File: config.mk
export PLATFORM = sky130hd
export DESIGN_NAME = operand_serializer
export DESIGN_NICKNAME = d
export VERILOG_FILES = /design/src/rtl/operand_serializer.sv
export SDC_FILE = /design/constraint.sdc
export NUM_CORES = 1
export LEC_CHECK = 0
export BUFFER_PORTS_ARGS = -buffer_cell sky130_fd_sc_hd__buf_2
export CORE_ASPECT_RATIO = 0.9
export CORE_MARGIN = 2
export CORE_UTILIZATION = 35
export CTS_BUF_LIST = sky130_fd_sc_hd__clkbuf_4
export DETAILED_ROUTE_END_ITERATION = 16
export GPL_TIMING_DRIVEN = 0
export SLEW_MARGIN = 15
export SYNTH_ARGS = -nofsm -noshare
export SYNTH_HDL_FRONTEND = slang
export SYNTH_SLANG_ARGS = --single-unit
File: constraint.sdc
create_clock -name clk -period 1.55 [get_ports clk]
set_clock_uncertainty 0.1 [all_clocks]
set_input_delay 0 -clock clk [delete_from_list [all_inputs] [get_ports clk]]
set_output_delay 0 -clock clk [all_outputs]
set_load 0.1 [all_outputs]
File: src/rtl/operand_serializer.sv
// Loads an A/B operand pair via valid/ready and emits it LSB-first, one bit pair per shift_en cycle.
// First bit appears the cycle after the load; shift_en=0 stalls in place; the next load is accepted in the DONE cycle.
module operand_serializer #(
  parameter int WIDTH = 8
) (
  input  logic             clk,
  input  logic             rst,
  input  logic [WIDTH-1:0] a,
  input  logic [WIDTH-1:0] b,
  input  logic             load_valid,
  output logic             load_ready,
  input  logic             shift_en,
  output logic             a_bit,
  output logic             b_bit,
  output logic             bit_valid,
  output logic             first_bit,
  output logic             last_bit,
  output logic             busy,
  output logic             done
);

  localparam int CW = (WIDTH > 1) ? $clog2(WIDTH) : 1;
  localparam logic [CW-1:0] LAST = CW'(WIDTH - 1);

  typedef enum logic [1:0] {IDLE, SHIFT, DONE} state_t;

  state_t           state;
  state_t           state_nxt;
  logic [WIDTH-1:0] a_sh;
  logic [WIDTH-1:0] b_sh;
  logic [CW-1:0]    cnt;

  always_comb begin
    state_nxt  = state;
    load_ready = 1'b0;
    a_bit      = 1'b0;
    b_bit      = 1'b0;
    bit_valid  = 1'b0;
    first_bit  = 1'b0;
    last_bit   = 1'b0;
    busy       = 1'b0;
    done       = 1'b0;
    case (state)
      IDLE: begin
        load_ready = !rst;
      end
      SHIFT: begin
        a_bit     = a_sh[0];
        b_bit     = b_sh[0];
        bit_valid = shift_en;
        // framing strobes follow the word position, not the stall
        first_bit = (cnt == '0);
        last_bit  = (cnt == LAST);
        busy      = 1'b1;
        if (shift_en && cnt == LAST) state_nxt = DONE;
      end
      DONE: begin
        done       = 1'b1;
        load_ready = !rst;
        state_nxt  = IDLE;
      end
      default: state_nxt = IDLE;
    endcase
    if (load_valid && load_ready) state_nxt = SHIFT;
  end

  always_ff @(posedge clk) begin
    if (rst) begin
      state <= IDLE;
      a_sh  <= '0;
      b_sh  <= '0;
      cnt   <= '0;
    end else begin
      state <= state_nxt;
      if (load_valid && load_ready) begin
        a_sh <= a;
        b_sh <= b;
        cnt  <= '0;
      end else if (state == SHIFT && shift_en) begin
        a_sh <= a_sh >> 1;
        b_sh <= b_sh >> 1;
        cnt  <= (cnt == LAST) ? '0 : cnt + 1'b1;
      end
    end
  end

endmodule

After elaboration in Yosys (flattened, before gate mapping)
Index checks and enable logic that the tools add are counted.
{"block": "word_totals", "regBits": 21, "in_bits": 20, "output_inout_bits": 8, "elab_cells": 40}
{"block": "classes", "add_sub_neg": 1, "eq_ne": 6, "muxes": 16, "n_bitwise": 1, "reduce_logical": 11}
{"cell": "two-way mux 8 bit", "count": 4}
{"cell": "two-way mux 1 bit", "count": 9}
{"cell": "!= test 2 bit, second input constant", "count": 2}
{"cell": "case mux 2 bit (2 select lines)", "count": 1}
{"cell": "AND reduction 2 bit", "count": 2}
{"cell": "OR reduction 2 bit", "count": 2}
{"cell": "adder 3 x 1 -> 3 bit, second input constant", "count": 1}
{"cell": "equality test 3 bit, second input constant", "count": 1}
{"cell": "logical AND 1 bit", "count": 3}
{"cell": "zero test 3 bit", "count": 1}
{"cell": "two-way mux 3 bit", "count": 1}
{"cell": "!= test 3 bit, second input constant", "count": 1}
{"cell": "equality test 2 x 1 -> 1 bit, second input constant", "count": 1}
{"cell": "equality test 2 bit, second input constant", "count": 1}
{"cell": "zero test 2 bit", "count": 1}
{"cell": "two-way mux 2 bit", "count": 1}
{"cell": "nonzero test 2 bit", "count": 1}
{"cell": "zero test 1 bit", "count": 1}
{"cell": "NOT 1 bit", "count": 1}

Logic depth before layout (Yosys ltp)
{"block": "logic_depth", "ltp_word": 6, "ltp_mapped": 5, "ltp_nobuf": 5}

Least setup slack after synthesis
No wires, ideal clock.
{"block": "synth_timing", "kind": "register to output", "from": "register state[0]", "to": "output first_bit", "arrival_ns": 2.870, "t_required_ns": 1.450, "setup_slack_ns": -1.420, "stages_incl_launch_ff": 3, "path_buffers": 0, "cell_sequence": "dfxtp_1 -> nor2b_1 -> and3b_1"}
{"block": "synth_via", "elab_chain_cells": 2}
{"item": "start, declared", "line": "27", "source": "state_t state;"}
{"item": "start signal, assigned", "line": "74", "source": "state <= state_nxt;"}
{"item": "equality test 2 x 1 -> 1 bit", "line": "43", "source": "case (state)"}
{"item": "two-way mux 1 bit", "line": "43"}
{"item": "end, declared", "line": "16", "source": "output logic first_bit,"}
Every way passes these cells.

Worst setup path in the final report
{"block": "layout_timing", "from": "input rst", "to": "register a_sh[4]"}
{"block": "layout_via", "elab_chain_cells": 4, "word_cells_on_any_way": 5, "classes_between": "mux: 2; reduce/logical: 3"}
{"item": "start, declared", "line": "7", "source": "input logic rst,"}
{"item": "zero test 1 bit", "line": "45, 59"}
{"item": "two-way mux 1 bit"}
{"item": "logical AND 1 bit", "line": "75", "source": "if (load_valid && load_ready) begin"}
{"item": "two-way mux 8 bit or nonzero test 2 bit (tied branches)"}
{"item": "end signal, assigned", "line": "80", "source": "a_sh <= a_sh >> 1;"}
{"item": "end, declared", "line": "29", "source": "logic [WIDTH-1:0] a_sh;"}
Parallel ways exist; a longest one is shown, timed or not.
A chain may end at the register's enable or synchronous reset.

==> flow_metrics.env <==
export IMPL_run_status="finished, violations left"
export IMPL_failed_checks="DRC"
export IMPL_area_of_the_placeable_core_um2=2510
export IMPL_drt_initial_drc_count=27
export IMPL_r2r_slack_ns=0.08
export IMPL_critPathRequiredTime_ns=1.66
export IMPL_period_needed_ns=1.50
export IMPL_p_per_area_nw_per_um2=814
export IMPL_cts_buffers_inserted=3
export IMPL_reg2reg_from="state[0]"
export IMPL_cp_end_kind="flop"
export IMPL_clockBufferDepth=2
export IMPL_timing_critical_path_fanout_max=10
export IMPL_placedCellCount=170
export IMPL_gp_routability_congestion=0.782
export IMPL_final_cycle_utilization_of_the_critical_path_pct=96.8
export IMPL_post_synth_top_cells="a21oi_1 (25), dfxtp_1 (21), nand2_1 (16)"
export IMPL_global_route_overflow_total=0
export IMPL_post_drt_via_cell_ratio=5.21
export IMPL_grt_resource_usage_total_pct=17.3
export IMPL_grt_start_max_net_pins=13
export IMPL_post_synth_cell_area_avg_um2=8.10
export IMPL_leakage_nw=0.576
export IMPL_synth_edff_count=0
export IMPL_cap_violations=0
export IMPL_antennaDiodeCount=0
export IMPL_num_rows=17
export IMPL_layout_area_overhead_vs_synth_pct=48.1
export IMPL_grt_setup_unrepaired="true"
export IMPL_utilization_pct=55.4
export IMPL_postRouteAntennaNets=0
export IMPL_dr_total_vias=1000
export IMPL_worst_skew_pair_late_latency_ns=0.30
export IMPL_ys_seq_elements=21
export IMPL_yosysWarnings=0
export IMPL_netlist_area_leader_share_pct=44.7
export IMPL_synth_cell_type_count=25
export IMPL_drt_drc=3
export IMPL_cts_root_buffer="clkbuf_4"
export IMPL_synthDominantAreaCellType="dfxtp_1"
export IMPL_worst_slew_pin_slew_ns=0.486
export IMPL_drt_first_pass_iters=10
export IMPL_slew_viol_final=0
export IMPL_io_pins=28
export IMPL_start_util_pct=37.4
export IMPL_worst_setup_path_start_kind="input pin"
export IMPL_setup_violations=0
export IMPL_cts_tree="done"
export IMPL_netlist_area_um2=940
export IMPL_synth_top_flop_cell="dfxtp_1"
export IMPL_worstRegToRegCells=4
export IMPL_chipHeight_um=53.2
export IMPL_worstPathArrival_ns=1.61
export IMPL_async_reset_ff_share_pct=0
export IMPL_post_route_cells_drive_above_1_share_pct=31.1
export IMPL_crit_type="in -> reg"
export IMPL_worstHoldEndpoint="state[1]"
export IMPL_cts_sinks=21
export IMPL_clk_transition_reported_paths_ns=0.11
export IMPL_syn_instance_count=116
export IMPL_min_delay_path_depth=4
export IMPL_antenna_found_initial=0
export IMPL_hold_path_start="load_valid"
export IMPL_post_layout_nonfiller_instances=192
export IMPL_worst_slew_margin_rel_pct=67.8
export IMPL_post_place_ws_ns=0.0639
export IMPL_synthMostInstantiatedCell="a21oi_1"
export IMPL_first_global_vias=943
export IMPL_cells_taking_the_most_area_after_synthesis="dfxtp_1 (45%), a21oi_1 (13%), nand2_1 (6.4%)"
export IMPL_global_route_wire_length_before_repair_um=4040
export IMPL_peakVddDrop_uv=526
export IMPL_die_width_um=58.6
export IMPL_synth_seq_area_share_pct=44.7
export IMPL_clock_fmax_mhz=667
export IMPL_portBuffers=26
export IMPL_cts_htree_levels=1
export IMPL_layout_setup_ws_ns=0.0500
export IMPL_r2r_end="a_sh[4]"
export IMPL_dp_hpwl_um=1730
export IMPL_postSynthNetCount=139
export IMPL_overall_die_area_um2=3120
export IMPL_drt_wirelength_per_cell_um=12.9
export IMPL_routed_wl_um=2480
export IMPL_nNetsFinal=188
export IMPL_report_final_hold_viol_count=0
export IMPL_hold_class="in -> reg"
## worst max-delay path, cell delays in order
cell	delay (ns)
dlygate4sd3_1	0.53
clkbuf_2	0.19
or3b_1	0.42
buf_2	0.21
o21ai_0	0.19
a21oi_1	0.06
## cells by family after synthesis
logic type               synth area share (%)
flip-flops                               44.7
buffers and inverters                    5.46
AO/OA/AOI/OAI                            24.5
adder cells (fa/ha/maj)                  4.00
AND/OR/NAND/NOR                          21.3
## layout by cell type, fill, tap and decap left out
master and count:
nor3_1 2, dlygate4sd3_1 18, or3b_1 1, nor2_1 5
nand2_1 16, nand2b_1 1, dfxtp_4 1, nor3b_4 1
and2_4 3, a22oi_1 3, clkinv_2 2, nor2b_1 1
nor2b_4 1, buf_2 24, inv_1 3, a21oi_1 25
buf_6 1, clkbuf_4 3, nor2_2 1, dfxtp_1 17
a32o_1 2, o21ai_0 9, buf_12 1, o221ai_1 2
nand3b_1 1, dfxtp_2 3, and3b_2 1, or3_1 1
ha_1 2, buf_8 1, clkbuf_2 2, ha_2 1
buf_4 4, nor2b_2 1, nand3_1 4
## metrics by stage
step / power, mW / cell area [µm²] / hold WS (ns) / setup TNS, ns
after floorplan: 0.775 / 965 / 0.0258 / -0.150
after CTS: 1.14 / 1370 / 0.0113 / 0
after global routing: 1.20 / 1390 / 0.0225 / -0.00680
after detailed placement: 0.839 / 1130 / 0.122 / 0
after global placement: 0.832 / 1130 / 0.117 / 0
final: 1.13 / 1390 / 0.0176 / 0
## cell type report
class | instances | area, µm²
Fill cell | 251 | 1120
Multi-Input combinational cell | 84 | 498
Sequential cell | 21 | 428
Timing Repair Buffer | 44 | 347
Buffer | 7 | 40.0
Tap cell | 28 | 35.0
Clock buffer | 3 | 22.5
Inverter | 4 | 16.3
Clock inverter | 1 | 5.00
## sequential cells by signal (all words and copies together), names as in the netlist
name,cells
b_sh,8
cnt,3
a_sh,8
state,2
## how the worst max path moves through the flow
stage / slack, ns / startpoint / endpoint / cells after the start
floorplan: -0.15 / state[0] / first_bit / 2
global placement: 0.08 / state[1] / a_sh[4] / 5
detailed placement: 0.06 / state[1] / a_sh[4] / 5
CTS: 0.002 / state[0] / bit_valid / 4
global route: -0.004 / rst / a_sh[3] / 6
finish: 0.05 / rst / a_sh[4] / 6
## repair_timing
| action | in CTS | in global routing |
|---|---|---|
| hold buffers | 18 | 0 |
| pin swaps | 0 | 0 |
| gates resized for setup | 10 | 9 |
| endpoints found under the setup margin | 5 | 8 |
| hold endpoints to repair | 17 | 0 |
| setup buffers | 0 | 0 |
| gates cloned | 0 | 0 |
## metal layers
| layer | GRT usage (%) | routed length [µm] | up-vias |
|---|---|---|---|
| li1 | - | - | 506 |
| met1 | 20.7 | 1180 | 461 |
| met2 | 31.5 | 1150 | 31 |
| met3 | 4.40 | 143 | 2 |
| met4 | 3.41 | 8 | 0 |
| met5 | 0 | 0 | - |
## power breakdown
group | switching (mW) | leakage [nW] | internal [mW]
Combinational | 0.164 | 0.384 | 0.113
Clock | 0.162 | 0.0177 | 0.0964
Sequential | 0.0231 | 0.174 | 0.574
No activity file was read; power rests on OpenSTA's default activity.
